--- config.mk ---
export PLATFORM = sky130hd
export DESIGN_NAME = fetch_unit_flat
export DESIGN_NICKNAME = d
export VERILOG_FILES = /design/src/rtl/fetch_unit_pkg.sv /design/src/rtl/fetch_unit_if.sv /design/src/rtl/fetch_queue.sv /design/src/rtl/fetch_unit.sv /design/src/flat_wrapper.sv
export SDC_FILE = /design/constraint.sdc
export NUM_CORES = 1
export LEC_CHECK = 0
export CORE_MARGIN = 1.5
export CORE_UTILIZATION = 45
export CTS_CLUSTER_DIAMETER = 60
export CTS_CLUSTER_SIZE = 10
export DETAILED_ROUTE_END_ITERATION = 10
export PLACE_DENSITY = 0.65
export SLEW_MARGIN = 40
export SYNTH_ARGS = -nofsm -noshare
export SYNTH_HDL_FRONTEND = slang
export SYNTH_SLANG_ARGS = --single-unit
--- constraint.sdc ---
create_clock -name i_Clock -period 22.3 [get_ports i_Clock]
set_input_delay 4.46 -clock i_Clock [delete_from_list [all_inputs] [get_ports i_Clock]]
set_output_delay 4.46 -clock i_Clock [all_outputs]
set_load 0.01 [all_outputs]
--- src/rtl/fetch_unit_pkg.sv ---
// Shared types for the fetch stage: packet carried to decode, FSM states, reset vector.
// Pure declarations; no timing or flow control lives here.
package fetch_unit_pkg;

    localparam logic [31:0] RESET_VECTOR        = 32'h0000_0000;
    localparam int unsigned DEFAULT_QUEUE_DEPTH = 4;

    typedef struct packed {
        logic [31:0] InstructionWord;
        logic [31:0] PC;
    } FetchPacket_t;

    typedef enum logic [0:0] {
        FETCH_STATE_FETCH  = 1'b0,
        FETCH_STATE_HALTED = 1'b1
    } fetch_state_t;

    function automatic logic is_misaligned(input logic [31:0] addr);
        return addr[1:0] != 2'b00;
    endfunction

endpackage

--- src/rtl/fetch_unit_if.sv ---
// Memory-request and decode-side signals of the fetch stage; master = fetch unit.
// Request is valid/ready; decode side pops with o_Valid & !i_Stall; responses arrive in order.
interface fetch_unit_if;
    logic        o_IMemReq;
    logic [31:0] o_IMemAddr;
    logic        i_IMemReady;
    logic        i_IMemRespValid;
    logic [31:0] i_IMemRespData;
    logic        o_Valid;
    logic [31:0] o_InstructionWord;
    logic [31:0] o_PC;
    logic        i_Stall;
    logic        i_Redirect;
    logic [31:0] i_RedirectTarget;
    logic        o_FetchMisaligned;

    modport master (
        output o_IMemReq, o_IMemAddr,
        input  i_IMemReady, i_IMemRespValid, i_IMemRespData,
        output o_Valid, o_InstructionWord, o_PC,
        input  i_Stall, i_Redirect, i_RedirectTarget,
        output o_FetchMisaligned
    );

    modport slave (
        input  o_IMemReq, o_IMemAddr,
        output i_IMemReady, i_IMemRespValid, i_IMemRespData,
        input  o_Valid, o_InstructionWord, o_PC,
        output i_Stall, i_Redirect, i_RedirectTarget,
        input  o_FetchMisaligned
    );
endinterface

--- src/rtl/fetch_queue.sv ---
// Generic synchronous FIFO with flush; head is read straight from registered storage (push -> head next cycle).
// No internal backpressure: caller must not push when full unless popping in the same cycle.
module fetch_queue #(
    parameter int unsigned DEPTH = 4,
    parameter int unsigned WIDTH = 32
) (
    input  logic                     i_Clock,
    input  logic                     i_Reset,
    input  logic                     i_Push,
    input  logic [WIDTH-1:0]         i_PushData,
    input  logic                     i_Pop,
    input  logic                     i_Flush,
    output logic [$clog2(DEPTH):0]   o_Count,
    output logic [WIDTH-1:0]         o_Head
);
    localparam int unsigned     AW         = $clog2(DEPTH);
    localparam logic [AW:0]     FULL_COUNT = (AW+1)'(DEPTH);

    logic [WIDTH-1:0] r_mem [DEPTH];
    logic [AW:0]      r_wr_ptr;
    logic [AW:0]      r_rd_ptr;
    logic             w_do_push;
    logic             w_do_pop;

    assign o_Count   = r_wr_ptr - r_rd_ptr;
    assign w_do_pop  = i_Pop && (o_Count != '0);
    assign w_do_push = i_Push && ((o_Count != FULL_COUNT) || w_do_pop);
    assign o_Head    = r_mem[r_rd_ptr[AW-1:0]];

    always_ff @(posedge i_Clock) begin
        if (i_Reset || i_Flush) begin
            r_wr_ptr <= '0;
            r_rd_ptr <= '0;
        end else begin
            if (w_do_push) r_wr_ptr <= r_wr_ptr + (AW+1)'(1);
            if (w_do_pop)  r_rd_ptr <= r_rd_ptr + (AW+1)'(1);
        end
    end

    always_ff @(posedge i_Clock) begin
        if (w_do_push && !i_Flush && !i_Reset) r_mem[r_wr_ptr[AW-1:0]] <= i_PushData;
    end

endmodule

--- src/rtl/fetch_unit.sv ---
// Fetch stage: owns the PC, issues in-order word requests, queues returned words; response -> o_Valid next cycle.
// Issue is throttled so queued + outstanding never exceeds QUEUE_DEPTH; i_Stall holds the queue head.
module fetch_unit
    import fetch_unit_pkg::*;
#(
    parameter logic [31:0] RESET_PC    = RESET_VECTOR,
    parameter int unsigned QUEUE_DEPTH = DEFAULT_QUEUE_DEPTH
) (
    input  logic          i_Clock,
    input  logic          i_Reset,
    fetch_unit_if.master  bus
);
    localparam int unsigned   CW        = $clog2(QUEUE_DEPTH) + 1;
    localparam logic [CW:0]   DEPTH_EXT = (CW+1)'(QUEUE_DEPTH);

    fetch_state_t   r_state;
    fetch_state_t   w_state_next;
    logic           w_halted;
    logic [31:0]    r_fetch_pc;
    logic [CW-1:0]  r_outstanding;
    logic [CW-1:0]  w_outstanding_next;
    logic [CW-1:0]  r_drop_count;
    logic [CW-1:0]  w_q_count;
    logic [CW-1:0]  w_pc_count;
    FetchPacket_t   w_q_head;
    FetchPacket_t   w_q_push_dat;
    logic [31:0]    w_pc_head;
    logic           w_issue_ok;
    logic           w_accept;
    logic           w_resp;
    logic           w_drop;
    logic           w_push;
    logic           w_pop;
    logic           w_misaligned;

    // Each outstanding request owns a future queue slot, so the queue can never overflow.
    assign w_issue_ok   = ({1'b0, w_q_count} + {1'b0, r_outstanding}) < DEPTH_EXT;
    assign bus.o_IMemReq  = !i_Reset && !w_halted && w_issue_ok;
    assign bus.o_IMemAddr = r_fetch_pc;

    assign w_accept     = bus.o_IMemReq && bus.i_IMemReady;
    assign w_resp       = bus.i_IMemRespValid;
    assign w_misaligned = is_misaligned(bus.i_RedirectTarget);
    assign w_drop       = bus.i_Redirect || (r_drop_count != '0);
    // A response with no live PC recorded is never queued.
    assign w_push       = w_resp && !w_drop && (w_pc_count != '0);
    assign w_pop        = bus.o_Valid && !bus.i_Stall && !bus.i_Redirect;

    assign w_q_push_dat.InstructionWord = bus.i_IMemRespData;
    assign w_q_push_dat.PC              = w_pc_head;

    assign bus.o_Valid           = (w_q_count != '0);
    assign bus.o_InstructionWord = bus.o_Valid ? w_q_head.InstructionWord : 32'h0;
    assign bus.o_PC              = bus.o_Valid ? w_q_head.PC : 32'h0;
    assign bus.o_FetchMisaligned = w_halted;

    always_comb begin
        w_outstanding_next = r_outstanding;
        if (w_accept && !w_resp)      w_outstanding_next = r_outstanding + CW'(1);
        else if (!w_accept && w_resp) w_outstanding_next = r_outstanding - CW'(1);
    end

    // On redirect every request still in flight, including one accepted now, returns a stale word.
    always_ff @(posedge i_Clock) begin
        if (i_Reset) begin
            r_fetch_pc    <= RESET_PC;
            r_outstanding <= '0;
            r_drop_count  <= '0;
        end else begin
            r_outstanding <= w_outstanding_next;
            if (bus.i_Redirect) begin
                r_drop_count <= w_outstanding_next;
                r_fetch_pc   <= bus.i_RedirectTarget;
            end else begin
                if (w_resp && (r_drop_count != '0)) r_drop_count <= r_drop_count - CW'(1);
                if (w_accept)                       r_fetch_pc   <= r_fetch_pc + 32'd4;
            end
        end
    end

    always_ff @(posedge i_Clock) begin
        if (i_Reset) r_state <= FETCH_STATE_FETCH;
        else         r_state <= w_state_next;
    end

    always_comb begin
        w_state_next = r_state;
        w_halted     = 1'b0;
        unique case (r_state)
            FETCH_STATE_FETCH: begin
                if (bus.i_Redirect && w_misaligned) w_state_next = FETCH_STATE_HALTED;
            end
            FETCH_STATE_HALTED: begin
                w_halted = 1'b1;
                if (bus.i_Redirect && !w_misaligned) w_state_next = FETCH_STATE_FETCH;
            end
            default: w_state_next = FETCH_STATE_FETCH;
        endcase
    end

    fetch_queue #(
        .DEPTH (QUEUE_DEPTH),
        .WIDTH ($bits(FetchPacket_t))
    ) u_inst_queue (
        .i_Clock    (i_Clock),
        .i_Reset    (i_Reset),
        .i_Push     (w_push),
        .i_PushData (w_q_push_dat),
        .i_Pop      (w_pop),
        .i_Flush    (bus.i_Redirect),
        .o_Count    (w_q_count),
        .o_Head     (w_q_head)
    );

    fetch_queue #(
        .DEPTH (QUEUE_DEPTH),
        .WIDTH (32)
    ) u_pc_fifo (
        .i_Clock    (i_Clock),
        .i_Reset    (i_Reset),
        .i_Push     (w_accept),
        .i_PushData (r_fetch_pc),
        .i_Pop      (w_push),
        .i_Flush    (bus.i_Redirect),
        .o_Count    (w_pc_count),
        .o_Head     (w_pc_head)
    );

endmodule

--- src/flat_wrapper.sv ---
// flat-port wrapper written by rule: the top's interface ports become plain ports
module fetch_unit_flat import fetch_unit_pkg::*;
#(
    parameter logic [31:0] RESET_PC    = RESET_VECTOR,
    parameter int unsigned QUEUE_DEPTH = DEFAULT_QUEUE_DEPTH
)
  (i_Clock, i_Reset, bus_o_IMemReq, bus_o_IMemAddr, bus_i_IMemReady, bus_i_IMemRespValid, bus_i_IMemRespData, bus_o_Valid, bus_o_InstructionWord, bus_o_PC, bus_i_Stall, bus_i_Redirect, bus_i_RedirectTarget, bus_o_FetchMisaligned);
  fetch_unit_if bus_i ();
  input  logic i_Clock;
  input  logic i_Reset;
  output wire logic [$bits(bus_i.o_IMemReq)-1:0] bus_o_IMemReq;
  output wire logic [$bits(bus_i.o_IMemAddr)-1:0] bus_o_IMemAddr;
  input wire logic [$bits(bus_i.i_IMemReady)-1:0] bus_i_IMemReady;
  input wire logic [$bits(bus_i.i_IMemRespValid)-1:0] bus_i_IMemRespValid;
  input wire logic [$bits(bus_i.i_IMemRespData)-1:0] bus_i_IMemRespData;
  output wire logic [$bits(bus_i.o_Valid)-1:0] bus_o_Valid;
  output wire logic [$bits(bus_i.o_InstructionWord)-1:0] bus_o_InstructionWord;
  output wire logic [$bits(bus_i.o_PC)-1:0] bus_o_PC;
  input wire logic [$bits(bus_i.i_Stall)-1:0] bus_i_Stall;
  input wire logic [$bits(bus_i.i_Redirect)-1:0] bus_i_Redirect;
  input wire logic [$bits(bus_i.i_RedirectTarget)-1:0] bus_i_RedirectTarget;
  output wire logic [$bits(bus_i.o_FetchMisaligned)-1:0] bus_o_FetchMisaligned;
  assign bus_o_IMemReq = bus_i.o_IMemReq;
  assign bus_o_IMemAddr = bus_i.o_IMemAddr;
  assign bus_i.i_IMemReady = bus_i_IMemReady;
  assign bus_i.i_IMemRespValid = bus_i_IMemRespValid;
  assign bus_i.i_IMemRespData = bus_i_IMemRespData;
  assign bus_o_Valid = bus_i.o_Valid;
  assign bus_o_InstructionWord = bus_i.o_InstructionWord;
  assign bus_o_PC = bus_i.o_PC;
  assign bus_i.i_Stall = bus_i_Stall;
  assign bus_i.i_Redirect = bus_i_Redirect;
  assign bus_i.i_RedirectTarget = bus_i_RedirectTarget;
  assign bus_o_FetchMisaligned = bus_i.o_FetchMisaligned;
  fetch_unit #(.RESET_PC(RESET_PC), .QUEUE_DEPTH(QUEUE_DEPTH)) u_core (.i_Clock(i_Clock), .i_Reset(i_Reset), .bus(bus_i));
endmodule
; Yosys cells after proc, flatten, opt, wreduce, memory -nomap -nowiden
; Memory sizes are Yosys's and may differ from the RTL's. A register that Yosys moved wholly into a read port is not among the register bits.
; Cells that the tools add are included.
[word_totals]
register_bits = 51
mem_bits_rw = 384
input_bits = 70
output_inout_bits = 99
elab_cells = 83
memories = 2
[op_classes]
add_sub_neg = 11
magnitude_cmp = 1
n_eq_ne = 2
mux = 20
bitwise = 1
n_reduce_logical = 38
[memory_table]
columns = memory, words, width, read_ports, rd_clocked_by_memory_dff, wr, line
row1 = u_core.u_inst_queue.r_mem, 4, 64, 1, 1, 1, fetch_queue.sv:19  ; logic [WIDTH-1:0] r_mem [DEPTH];
row2 = u_core.u_pc_fifo.r_mem, 4, 32, 1, 1, 1, fetch_queue.sv:19
[op_table]
columns = cell, count
row1 = $mux W32, 4
row2 = $add A32 B3 Y32 const B, 1
row3 = $logic_and A1 B1 Y1, 20
row4 = $add A3 B1 Y3 const B, 5
row5 = $mux W3, 4
row6 = $reduce_bool A3 Y1, 3
row7 = $logic_not A1 Y1, 8
row8 = $mux W2, 4
row9 = $mux W1, 7
row10 = $ne A3 B3 Y1 const B, 2
row11 = $reduce_bool A2 Y1, 3
row12 = $sub A3 B1 Y3 const B, 2
row13 = $sub A3 B3 Y3, 2
row14 = $add A3 B3 Y4, 1
row15 = $logic_or A1 B1 Y1, 4
row16 = $lt A4 B3 Y1 const B, 1
row17 = $pmux W1 S2, 1
row18 = $not A1 Y1, 1

; Longest topological paths before layout
[depth]
ltp_word = 12
depth_mapped = 13
ltp_nobuf = 12

; Modules after synthesis
; A second synthesis with hierarchy kept.
[unflattened]
hier_cells = 971
hier_area_um2 = 17590.6
[by_module_without_submodules]
columns = mod, n_inst, cells_each, area_each_um2, seq_area_each_um2
row1 = fetch_queue at u_core.u_inst_queue, 1, 393, 9710.6, 7847.5
row2 = fetch_queue at u_core.u_pc_fifo, 1, 226, 5114.9, 4003.8
row3 = fetch_unit, 1, 352, 2765.2, 780.7

; Worst setup path after synthesis
; No wires, ideal clock.
[synth_timing]
path_kind = input -> register
from = input bus_i_IMemRespValid
to = memory u_core.u_inst_queue.r_mem[1][0] in the netlist's numbering, enable pin
setup_ps = 578
arrival_time_ps = 10112
required_time_ps = 21722
slack_ps = 11610
stages = 5
path_buffers = 1
path_cell_list = clkbuf_1 -> nand4bb_1 -> a41oi_1 -> nand2_1 -> nor3b_1
[synth_between]
elab_chain_len = 7
[synth_rtl]
columns = item, line
row1 = start: declaration, flat_wrapper.sv:14  ; input wire logic [$bits(bus_i.i_IMemRespValid)-1:0] bus_i_IMemRespValid;
row2 = $logic_and A1 B1 Y1 (2 in series), fetch_unit.sv:46  ; assign w_push = w_resp && !w_drop && (w_pc_count != '0);
row3 = $logic_and A1 B1 Y1, fetch_queue.sv:27  ; assign w_do_push = i_Push && ((o_Count != FULL_COUNT) || w_do_pop);
row4 = $logic_and A1 B1 Y1 (2 in series), fetch_queue.sv:41  ; if (w_do_push && !i_Flush && !i_Reset) r_mem[r_wr_ptr[AW-1:0]] <= i_PushData;
row5 = $mux W1, fetch_queue.sv:41
row6 = $mux W1 (not written as such), fetch_queue.sv:41
row7 = end: declaration, fetch_queue.sv:19
; Every way passes these cells.

; Worst setup path in the final report
[layout_timing]
from = input i_Reset
to = output bus_o_IMemReq
[layout_between]
elab_chain_len = 3
[layout_rtl]
columns = item, line
row1 = start: declaration, flat_wrapper.sv:10  ; input logic i_Reset;
row2 = $logic_not A1 Y1, fetch_unit.sv:38  ; assign bus.o_IMemReq = !i_Reset && !w_halted && w_issue_ok;
row3 = $logic_and A1 B1 Y1 (2 in series), fetch_unit.sv:38
row4 = end: declaration, flat_wrapper.sv:11  ; output wire logic [$bits(bus_i.o_IMemReq)-1:0] bus_o_IMemReq;
; Every way passes these cells.

==> results.md <==
- The run finished with clean final reports.
- The slack of the worst reg-to-reg path is 18,030 ps.
- The upper clock frequency limit is 93.2 MHz.
- Summed over all nets, the half-perimeter wirelength after detailed placement is 20.9 mm.
- The number of nets with antenna violations after routing is 0.
- Post-CTS timing repair inserted 0 buffers for setup.
- In this run the tightest slew margin relative to its limit is 46.7%.
- The master cell of the clock root buffer is clkbuf_16.
- The first global-routing pass estimated 53.8 mm of wire.
- The via count of the first global-routing pass is 9,141.
- Of the synthesized area, sequential elements account for 72.9%.
- The clock slew at the register clock pins of the worst setup and hold paths is 60 ps.
- The port buffer count is 168.
- Cell internal power was estimated by the tool at 1.35 mW.
- The initial cell density of the core is 45.9%.
- In this run the worst path has a maximum fanout of 36.
- For this block, the routed nets add up to 35.1 mm of wire.
- The number of antenna violations at the first check in global routing is 0.
- The total count of hold-check failures in the final report was 0.
- The static leakage is 6.63 nW.
- Traced cell by cell, the critical path runs through clkdlybuf4s50_1, buf_4, nor3_2, nand2_1, nor3_1, clkdlybuf4s50_1.
- The routed layout has 8,893 vias.
- The part of the power in the clock network is 41.9%.
- The reported net switching power is 0.332 mW.
- The die span in y is 199 µm.
- In this run the critical register-to-register path is captured at u_core.u_pc_fifo.r_mem[0][19].
- The detailed router finished its first iteration with 597 violations.
- For hold timing, the worst endpoint is u_core.u_pc_fifo.r_rd_ptr[1].
- The final estimated routing congestion in global placement is 0.806.
- Counting flops and latches in the post-synthesis netlist gives 439.
- The region available for standard cell placement spans 37,800 µm².
- The number of hold buffers added after CTS is 0.
- With fillers left out, the area of the finished cells amounts to 21,000 µm².
- At the later pin of the worst-skew pair, clock insertion delay measures 550 ps.
- The die span in x is 199 µm.
- Global routing finished with a remaining overflow of 0.
- Setup repair after global routing left no endpoint under its margin.
- The global router's overall resource usage is 18.2%.
- After floorplanning, the core was divided into 71 placement rows.
- The length of the first detailed-routing pass in iterations is 4.
- The total inserted antenna cells is 0.
- Summing all placed instances gives a cell area of 19,700 µm².
- After synthesis, the cell types taking the most area are edfxtp_1 67%, mux4_2 12%, dfxtp_1 6.4%.
- 169 I/O pins were placed.
- The prevailing post-synth register cell is edfxtp_1.
- The path class of the lowest-slack min-delay path is flip-flop to flip-flop.
- The async set-reset flop share out of synthesis is 0%.
- Summing every instance area after synthesis gives 17,300 µm².
- The category of the critical setup timing path is primary input to output port.
- The worst setup path is launched from a primary input.
- The largest individual stage delay along the critical path comes from the cell clkdlybuf4s50_1.
- Setup total negative slack on the finished layout was measured at 0 ps.
- The net total in the final layout is 1,224.
- STA classifies the critical path endpoint as an output port.
- The biggest area consumer among synthesized cells is edfxtp_1.
- The arrival time of the worst setup path is 6260 ps.
- The number of CTS-inserted buffers is 50.
- The number of pins exceeding their max-slew limit in the final report is 0.
- During synthesis, Yosys emitted a total of 0 warnings.
- The cell count after synthesis is 940.
- Per report_power, the sequential group accounts for 54.4% of the total.
- Dividing total power by cell area gives a power density of 79.8 nW/µm².
- For the worst setup path, the data required time is 17,840 ps.
- The clock skew after layout is 19.4 ps.
- The top cell type by area accounts for 66.5% of the synthesized area.
- After clock tree synthesis, the repair step resized 0 gates.
- The number of enable-type register cells in the synthesized netlist is 384.
- The maximum root-to-sink buffer count is 3.
- The worst register-to-register path begins at u_core.u_inst_queue.r_wr_ptr[0].
- The worst vdd rail ir drop is 0.0000514 V.
- Synthesis instantiated 50 different standard cells from the library.
- The average cell area after synthesis is 18.4 µm².
- The routed length per instance is 21.1 µm.
- The H-tree depth is 2.
- In the routed design, unresolved DRC markers number 0.
- Setup violations remaining at the end of the flow were counted as 0.
- The worst hold path was traced through 2 stages.
- The die covers 39,700 µm².
- The net count after synthesis is 1,031.
- The CTS tree is yes.
- The share of total power consumed by net switching is 19.8%.
- The cell that appears most often on the critical path is clkdlybuf4s50_1.
- The number of vias per cell is 5.34.
- For this run, the slowest stage of the critical path takes 570 ps.
- The measured slew at the worst slew-check pin is 799 ps.
- The tool flagged a number of max-cap violations equal to 0.
- The sink count of the clock tree is 439.
- The launch instance of the worst min-delay path is u_core.u_pc_fifo.r_rd_ptr[1].
- The share of the clock period used by the worst path is 48.1%.
- The proportion of power drawn by combinational gates is 3.7%.
- The final period demand of the worst path is 10,720 ps.
- In the final layout, the share of cells above drive strength 1 is 16.4%.
- Compared with the post-synthesis result, the final layout area differs by 21.4%.
- The largest net degree at the start of global routing is 66.
- For the worst flop-to-flop path, the logic depth is 13.
==> power groups by stage <==
stage | Sequential, mW | Clock (mW) | Combinational [mW]
6_report | 0.914 | 0.704 | 0.0613
3_3_place_gp | 0.929 | 0 | 0.0605
5_1_grt | 0.915 | 0.756 | 0.0675
3_5_place_dp | 0.930 | 0 | 0.0615
4_1_cts | 0.913 | 0.723 | 0.0619
2_1_floorplan | 0.927 | 0 | 0.0284
==> cells by family (layout without fill, tap and decap cells) <==
family | after synthesis | in the layout | synth area share (%)
XOR/XNOR | 38 | 38 | 2.01
AO/OA/AOI/OAI | 59 | 59 | 2.19
flip-flops | 439 | 439 | 72.9
buffers and inverters | 70 | 285 | 1.62
multiplexers | 107 | 107 | 13.1
AND/OR/NAND/NOR | 206 | 206 | 6.66
adder cells (fa/ha/maj) | 21 | 21 | 1.56
==> stage by stage <==
step / cells / total power, mW / setup WS (ps) / util [%] / hold WS (ps)
floorplan: 940 / 0.955 / 11610 / - / 467
global placement: 1591 / 0.990 / 11570 / 52.0 / 489
finish: 1666 / 1.68 / 11580 / 55.7 / 506
CTS: 1666 / 1.70 / 11560 / 55.7 / 510
global route: 1666 / 1.74 / 11430 / 55.7 / 536
detailed placement: 1592 / 0.992 / 11570 / 52.1 / 498
==> worst max-delay path: cells and delay by family <==
kind          cells  cell delay (ps)
simple gates      3              560
buf+inv           3             1220
==> flip-flops by register name, indices dropped and copies added, names as in the netlist, named ones only <==
name	cells
u_core.u_inst_queue.r_mem	256
u_core.u_pc_fifo.r_mem	128
u_core.bus.o_IMemAddr	32
u_core.r_drop_count	3
u_core.r_outstanding	3
u_core.u_inst_queue.r_rd_ptr	3
u_core.u_inst_queue.r_wr_ptr	3
u_core.u_pc_fifo.r_rd_ptr	3
u_core.u_pc_fifo.r_wr_ptr	3
==> layout make-up <==
cell class | count | area [µm²]
Timing Repair Buffer | 188 | 1850
Sequential cell | 439 | 12600
Fill cell | 2958 | 16700
Multi-Input combinational cell | 431 | 4460
Clock buffer | 71 | 1350
Tap cell | 511 | 639
Clock inverter | 3 | 22.5
Inverter | 23 | 86.3
==> cell usage after synthesis (4+ instances only) <==
cell,count
inv_1,23
a211oi_1,12
xnor2_1,31
nand4_1,9
nand3_1,12
xor2_1,6
or3_1,4
nor3_1,15
nor2_1,39
clkbuf_1,33
buf_1,5
dfxtp_1,55
nand2_1,23
edfxtp_1,384
nand2b_1,4
buf_2,8
o21bai_1,5
ha_1,20
and2_1,68
mux2i_1,10
o21ai_0,16
a21oi_1,13
nor3b_1,4
mux4_2,96
nor4_1,8
==> layout by cell type (no fill, tap or decap), types with 2 or more instances in the layout <==
master             n
and4_1             3
clkbuf_16         51
nand3_1           12
a211oi_1          12
nand2_1           23
or3_1              4
dfxtp_4            2
o22ai_1            3
o21bai_1           5
nor2_1            39
buf_4             18
nor4_1             8
or2_2              3
a21oi_1           13
inv_6              2
nor3_1            13
nor3_2             3
inv_1             23
clkbuf_1          20
and3_1             3
dfxtp_1           52
clkdlybuf4s50_1  168
or4_1              3
mux4_2            96
nand2b_1           3
a311oi_1           2
nor3b_2            3
xor2_1             6
nand4_1            9
mux2i_1           10
edfxtp_1         384
and2_1            68
ha_1              20
xnor2_1           31
o21ai_0           16
==> metal layers <==
layer	vias up	global-route usage (%)	routed length [µm]
met5	-	0	0
met4	0	4.83	641
met3	51	3.26	1780
met2	236	29.4	16500
met1	4530	25.6	16200
li1	4076	-	-
==> worst max-delay path by stage <==
stage                        start                               to  slack [ps]  depth (start not counted)
3_3_place_gp               i_Reset                    bus_o_IMemReq       11570                          6
6_report                   i_Reset                    bus_o_IMemReq       11580                          6
5_1_grt                    i_Reset                    bus_o_IMemReq       11430                          6
3_5_place_dp               i_Reset                    bus_o_IMemReq       11570                          6
4_1_cts                    i_Reset                    bus_o_IMemReq       11560                          6
2_1_floorplan  bus_i_IMemRespValid  u_core.u_inst_queue.r_mem[1][0]       11610                          5
No activity file was read; power rests on OpenSTA's default activity.
